`src/rtl/fetch_pkg.sv`:
```
// Shared definitions for the instruction fetch front end: data width,
// default reset vector, queue entry layout and PC helper functions.
package fetch_pkg;

  localparam int XLEN = 32;

  localparam logic [XLEN-1:0] RESET_PC_DEFAULT = 32'h0000_0000;

  // One instruction queue entry: the fetched word and the address it came from.
  typedef struct packed {
    logic [XLEN-1:0] pc;
    logic [XLEN-1:0] instr;
  } fq_entry_t;

  // Sequential next word address; wraps naturally at 2^32.
  function automatic logic [XLEN-1:0] pc_next(input logic [XLEN-1:0] pc);
    return pc + 32'd4;
  endfunction

  // Force word alignment by clearing the byte offset.
  function automatic logic [XLEN-1:0] align_pc(input logic [XLEN-1:0] pc);
    return {pc[XLEN-1:2], 2'b00};
  endfunction

endpackage

```
`src/rtl/fetch_fifo.sv`:
```
// Synchronous instruction queue: push at the tail, pop at the head, flush
// empties it in one cycle. The head entry is read straight from the storage
// registers so decode sees a stable value while stalled.
module fetch_fifo
  import fetch_pkg::*;
#(
  parameter int DEPTH = 4,
  localparam int PTR_W = $clog2(DEPTH),
  localparam int CNT_W = $clog2(DEPTH) + 1
) (
  input  logic             clk,
  input  logic             reset,
  input  logic             push,
  input  fq_entry_t        push_data,
  input  logic             pop,
  input  logic             flush,
  output logic [CNT_W-1:0] count,
  output fq_entry_t        head
);

  fq_entry_t        mem_q [DEPTH];
  logic [PTR_W-1:0] rd_ptr_q, rd_ptr_d;
  logic [PTR_W-1:0] wr_ptr_q, wr_ptr_d;
  logic [CNT_W-1:0] count_q, count_d;
  logic             do_push;
  logic             do_pop;

  // Pointer and occupancy update; full/empty guards keep the queue consistent
  // even if a caller misbehaves. Flush wins over push and pop.
  always_comb begin
    do_push  = push && !flush && (count_q != CNT_W'(DEPTH));
    do_pop   = pop && (count_q != '0);
    rd_ptr_d = rd_ptr_q;
    wr_ptr_d = wr_ptr_q;
    count_d  = count_q;
    if (flush) begin
      rd_ptr_d = '0;
      wr_ptr_d = '0;
      count_d  = '0;
    end else begin
      if (do_push) wr_ptr_d = wr_ptr_q + PTR_W'(1);
      if (do_pop)  rd_ptr_d = rd_ptr_q + PTR_W'(1);
      count_d = count_q + CNT_W'(do_push) - CNT_W'(do_pop);
    end
  end

  // Control state; cleared by reset so all queued contents are forgotten.
  always_ff @(posedge clk or posedge reset) begin
    if (reset) begin
      rd_ptr_q <= '0;
      wr_ptr_q <= '0;
      count_q  <= '0;
    end else begin
      rd_ptr_q <= rd_ptr_d;
      wr_ptr_q <= wr_ptr_d;
      count_q  <= count_d;
    end
  end

  // Entry storage; no reset needed because count gates validity.
  always_ff @(posedge clk) begin
    if (do_push) mem_q[wr_ptr_q] <= push_data;
  end

  assign count = count_q;
  assign head  = mem_q[rd_ptr_q];

endmodule

```
`src/rtl/fetch_queue.sv`:
```
// Instruction fetch front end: issues sequential word fetches under a credit
// limit, tags in-order responses with their PC, queues them for decode and
// handles redirects by flushing the queue and discarding stale responses.
module fetch_queue
  import fetch_pkg::*;
#(
  parameter logic [31:0] RESET_PC = RESET_PC_DEFAULT,
  parameter int DEPTH   = 4,
  parameter int MAX_OUT = 2,
  localparam int CNT_W  = $clog2(DEPTH) + 1,
  localparam int OUT_W  = $clog2(MAX_OUT + 1)
) (
  input  logic             clk,
  input  logic             reset,
  output logic             imem_req_valid,
  input  logic             imem_req_ready,
  output logic [31:0]      imem_req_addr,
  input  logic             imem_rsp_valid,
  input  logic [31:0]      imem_rsp_data,
  input  logic             redirect_valid,
  input  logic [31:0]      redirect_pc,
  output logic             dec_valid,
  input  logic             dec_ready,
  output logic [31:0]      dec_instr,
  output logic [31:0]      dec_pc,
  output logic [CNT_W-1:0] fq_count
);

  logic [31:0]      fetch_pc_q, fetch_pc_d;
  logic [31:0]      rsp_pc_q, rsp_pc_d;
  logic [OUT_W-1:0] outstanding_q, outstanding_d;
  logic [OUT_W-1:0] discard_cnt_q, discard_cnt_d;

  logic      credit_ok;
  logic      req_fire;
  logic      rsp_fire;
  logic      rsp_drop;
  logic      push;
  logic      pop;
  fq_entry_t push_entry;
  fq_entry_t head;

  // A new fetch is allowed only when a queue slot is reserved for every
  // in-flight request plus this one, so responses can never overflow the queue.
  always_comb begin
    credit_ok = (int'(outstanding_q) < MAX_OUT) &&
                ((int'(fq_count) + int'(outstanding_q)) < DEPTH);
    imem_req_valid = !reset && !redirect_valid && credit_ok;
    imem_req_addr  = fetch_pc_q;
  end

  // Transfer decode, PC tracking, in-flight accounting and stale-response discard.
  always_comb begin
    req_fire = imem_req_valid && imem_req_ready;
    rsp_fire = imem_rsp_valid && (outstanding_q != '0);
    rsp_drop = redirect_valid || (discard_cnt_q != '0);
    push     = rsp_fire && !rsp_drop;
    pop      = dec_valid && dec_ready;

    push_entry.pc    = rsp_pc_q;
    push_entry.instr = imem_rsp_data;

    fetch_pc_d    = fetch_pc_q;
    rsp_pc_d      = rsp_pc_q;
    discard_cnt_d = discard_cnt_q;
    outstanding_d = outstanding_q + OUT_W'(req_fire) - OUT_W'(rsp_fire);

    if (redirect_valid) begin
      // Everything still in flight belongs to the old path; a response in
      // this very cycle is already being dropped, so it is not counted again.
      fetch_pc_d    = align_pc(redirect_pc);
      rsp_pc_d      = align_pc(redirect_pc);
      discard_cnt_d = outstanding_q - OUT_W'(rsp_fire);
    end else begin
      if (req_fire) fetch_pc_d = pc_next(fetch_pc_q);
      if (push)     rsp_pc_d   = pc_next(rsp_pc_q);
      if (rsp_fire && (discard_cnt_q != '0)) discard_cnt_d = discard_cnt_q - OUT_W'(1);
    end
  end

  // Front-end state registers.
  always_ff @(posedge clk or posedge reset) begin
    if (reset) begin
      fetch_pc_q    <= RESET_PC;
      rsp_pc_q      <= RESET_PC;
      outstanding_q <= '0;
      discard_cnt_q <= '0;
    end else begin
      fetch_pc_q    <= fetch_pc_d;
      rsp_pc_q      <= rsp_pc_d;
      outstanding_q <= outstanding_d;
      discard_cnt_q <= discard_cnt_d;
    end
  end

  fetch_fifo #(
    .DEPTH (DEPTH)
  ) u_fifo (
    .clk       (clk),
    .reset     (reset),
    .push      (push),
    .push_data (push_entry),
    .pop       (pop),
    .flush     (redirect_valid),
    .count     (fq_count),
    .head      (head)
  );

  assign dec_valid = (fq_count != '0);
  assign dec_instr = head.instr;
  assign dec_pc    = head.pc;

  // A response with nothing in flight indicates a broken memory model.
  a_rsp_has_owner: assert property (@(posedge clk) disable iff (reset)
    imem_rsp_valid |-> (outstanding_q != '0));

endmodule

```
`config.mk`:
```
export PLATFORM = sky130hd
export DESIGN_NAME = fetch_queue
export DESIGN_NICKNAME = d
export VERILOG_FILES = /design/src/rtl/fetch_pkg.sv /design/src/rtl/fetch_fifo.sv /design/src/rtl/fetch_queue.sv
export SDC_FILE = /design/constraint.sdc
export NUM_CORES = 1
export LEC_CHECK = 0
export CELL_PAD_IN_SITES_DETAIL_PLACEMENT = 1
export CELL_PAD_IN_SITES_GLOBAL_PLACEMENT = 1
export CORE_MARGIN = 2
export CORE_UTILIZATION = 44
export DETAILED_ROUTE_END_ITERATION = 10
export DONT_BUFFER_PORTS = 1
export PLACE_DENSITY = 0.78
export RECOVER_POWER = 50
export SYNTH_ARGS = -nofsm -noshare
export SYNTH_HDL_FRONTEND = slang
export SYNTH_SLANG_ARGS = --single-unit
```
`constraint.sdc`:
```
create_clock -name clk -period 4.8 [get_ports clk]
set_input_delay 0.96 -clock clk [delete_from_list [all_inputs] [get_ports clk]]
set_output_delay 0.96 -clock clk [all_outputs]
set_load 0.02 [all_outputs]
```
==> out/qor.csv <==
stage;metric;value;unit
die;core area;28860;um2
sta;setup TNS;0;ns
synth;post-synth top area cell;edfxtp_1;
clocking;root buf cell;clkbuf_16;
worst_hold_path;hold path cells;1;
setup_path;crit path kind;flip-flop to output port;
die;Die H;175.7;um
route;Routed wire per std cell;23.56;um
cells_and_area;Area growth syn-to-layout;11.50;%
global_route;first-pass GRT wire length;44190;um
power;pwr dens;497.2;nW/um2
setup_path;Worst setup EP type;output port;
sta;slew of the pin with the lowest slew margin;1.822;ns
power;Leakage Power;0.004739;uW
synth;synthesis warning total;0;
route;WL final;27780;um
setup_path;Buf/Inv on CP;1;
cells_and_area;fraction of layout cells with a size suffix above 1;17.61;%
die;chip width;175.7;um
sta;Max transition margin;-21.63;%
route;DRC errors left;0;
run_status;failing checks;max-capacitance violations, max-slew violations;
clocking;CTS H-Tree Depth;2;
sta;fin crit period;3.394;ns
clocking;post-CTS setup repair buffer count;0;
cells_and_area;ANT cells;0;
clocking;clock insertion delay at the later pin of the skew report;0.50;ns
sta;Final Setup Violations;0;
global_route;vias in the first global route;7350;
clocking;TritonCTS Buffers;36;
setup_path;CP peak stage delay;0.93;ns
place;DP Wirelength;17480;um
cells_and_area;final net count;855;
power;Max IR drop VDD;0.2141;mV
global_route;total gr overflow;0;
sta;worst hold slack;0.5272;ns
synth;asr flop ratio synth;22.26;%
synth;Mean Syn Cell Area;17.03;um2
route;number of DRC markers in iteration 0;392;
sta;skew final;0.02779;ns
setup_path;FF-to-FF path depth;10;
run_status;status;finished, violations left;
synth;dominant cell by count in the synthesized netlist;edfxtp_1;
synth;Post-Synthesis Cell Area;12980;um2
synth;post-synth top area share;57.38;%
route;DRT Pass-1 Iters;4;
sta;RSZ-0062 raised after global routing;no;
place;Port-buffer cells;0;
global_route;initial antenna violation count;0;
route;DR vias;6772;
setup_path;RR Startpoint;u_fifo.count[1]$_DFF_PP0_;
global_route;pin count of the biggest net entering global routing;63;
sta;Slew Limit Fails;46;
synth;Synth area leaders;edfxtp_1 (57%), dfrtp_1 (14%), mux4_2 (11%), xnor2_1 (1.8%), nand2_1 (1.5%);
setup_path;crit path from;u_fifo.rd_ptr_q[0]$_DFFE_PP0P_;
clocking;clk buf depth;3;
setup_path;crit-path cells;buf_12, mux4_2;
synth;top_reg_cell synth;edfxtp_1;
clocking;Post-CTS Hold Buffers;0;
setup_path;CP delay by family, top;flip-flops;
setup_path;Worst EP required;3.84;ns
setup_path;critical path peak fanout;37;
setup_path;WP data arrival;2.43;ns
worst_hold_path;hold crit path type;primary input to flip-flop;
place;RePlAce Congestion;0.8048;
synth;synthesized instance count;762;
route;Vias/cell;5.744;
synth;Synth top cells by count;edfxtp_1 (248), dfrtp_1 (71), mux4_2 (62), nand2_1 (53), nand3_1 (31);
clocking;CTS tree;built;
clocking;post_cts resized;0;
die;DIE AREA;30890;um2
setup_path;worst reg2reg setup slack;1.85;ns
run;Max-Cap Viols;1;
clocking;Sink Count;319;
die;Starting Density;44.97;%
synth;Seq cells post-synth;319;
clocking;Worst-path clk slew;0.06;ns
sta;Final period util;70.70;%
die;io pins;171;
setup_path;CP startpoint kind;flip-flop;
sta;Hold Violations, Final;0;
worst_hold_path;hold endpoint;u_fifo.count[1]$_DFF_PP0_;
setup_path;CP max stage cell;dfrtp_4;
synth;Post-synth EDFFs;248;
die;row cnt;62;
sta;maximum clock frequency;0.2947;GHz
setup_path;RR Endpoint;outstanding_q[1]$_DFF_PP0_;
route;antenna viol nets, final;0;
worst_hold_path;hold path start;redirect_valid;
global_route;gr usage total;18.48;%
synth;Yosys cell types;48;
synth;sequential area share after synthesis;71.07;%
-- routing by layer --
metal | global-route usage (%) | part of all wire, % | vias up
met5 | 0 | 0 | -
met4 | 4.063 | 1.5 | 0
met3 | 5.281 | 7.7 | 29
met2 | 29.64 | 48 | 207
met1 | 25.31 | 43 | 3530
li1 | - | - | 3006
-- power by group --
part / internal, uW / leakage (uW) / switching (uW)
logic: 502 / 0.00111 / 690
clock network: 1520 / 0.000533 / 1040
registers: 3140 / 0.00309 / 298
-- cell usage in the layout, fill, tap and decap left out, types with 13 or more instances in the layout --
master and n:
clkbuf_16 37, nand2_1 53, nand4_1 19, mux4_2 62, dfrtp_1 69, ha_1 13
o21ai_0 23, xor2_1 14, nor2_1 22, edfxtp_1 248, o211ai_1 15, nand3_1 31
xnor2_1 27, inv_1 22
-- worst max-delay path by stage --
stage,cells after the start,to
detailed placement,9,outstanding_q[1]$_DFF_PP0_
CTS,2,dec_pc[11]
floorplan,3,u_fifo.mem_q[0][0]$_DFFE_PP_
global route,2,rsp_pc_q[18]$_DFFE_PP0N_
global placement,9,outstanding_q[1]$_DFF_PP0_
finish,2,dec_pc[11]
-- state kept, by name, summed over array words and instances (netlist names) --
signal,flops
u_fifo.rd_ptr_q,2
imem_req_addr,30
u_fifo.count,3
u_fifo.wr_ptr_q,2
outstanding_q,2
discard_cnt_q,2
rsp_pc_q,30
u_fifo.mem_q,248
-- cell families (layout without fill, tap and decap cells) --
group / Yosys count / count (layout) / share of synthesized area, %
AOI/OAI and AO/OA: 74 / 74 / 3.692
xor gates and xnor gates: 41 / 41 / 2.767
adders and majority gates: 14 / 14 / 1.408
buffers and inverters: 61 / 91 / 1.986
DFF: 319 / 319 / 71.07
muxes: 76 / 76 / 11.95
other: 1 / 4 / 0.02889
and+or+nand+nor: 176 / 176 / 7.095
-- per-stage QoR --
| step | setup slack, ns | instances | area (um2) | total power (uW) | util [%] |
|---|---|---|---|---|---|
| final | 1.406 | 1179 | 14470 | 7195 | 50.15 |
| after detailed placement | 1.600 | 1117 | 13380 | 4733 | 46.35 |
| after global routing | 1.160 | 1179 | 14470 | 7522 | 50.15 |
| after CTS | 1.278 | 1179 | 14480 | 7318 | 50.19 |
| after floorplan | 1.129 | 765 | 12990 | 4429 | - |
| after global placement | 1.623 | 1117 | 13380 | 4690 | 46.35 |
-- area by class of cell --
| class | count | area (um2) |
|---|---|---|
| Clock buffer | 45 | 955.9 |
| Inverter | 22 | 82.58 |
| Clock inverter | 17 | 152.6 |
| Sequential cell | 319 | 9229 |
| Timing Repair Buffer | 7 | 57.56 |
| Multi-Input combinational cell | 385 | 3513 |
| Fill cell | 2727 | 14390 |
| Tap cell | 384 | 480.5 |
Power figures use the tool's default switching activity.
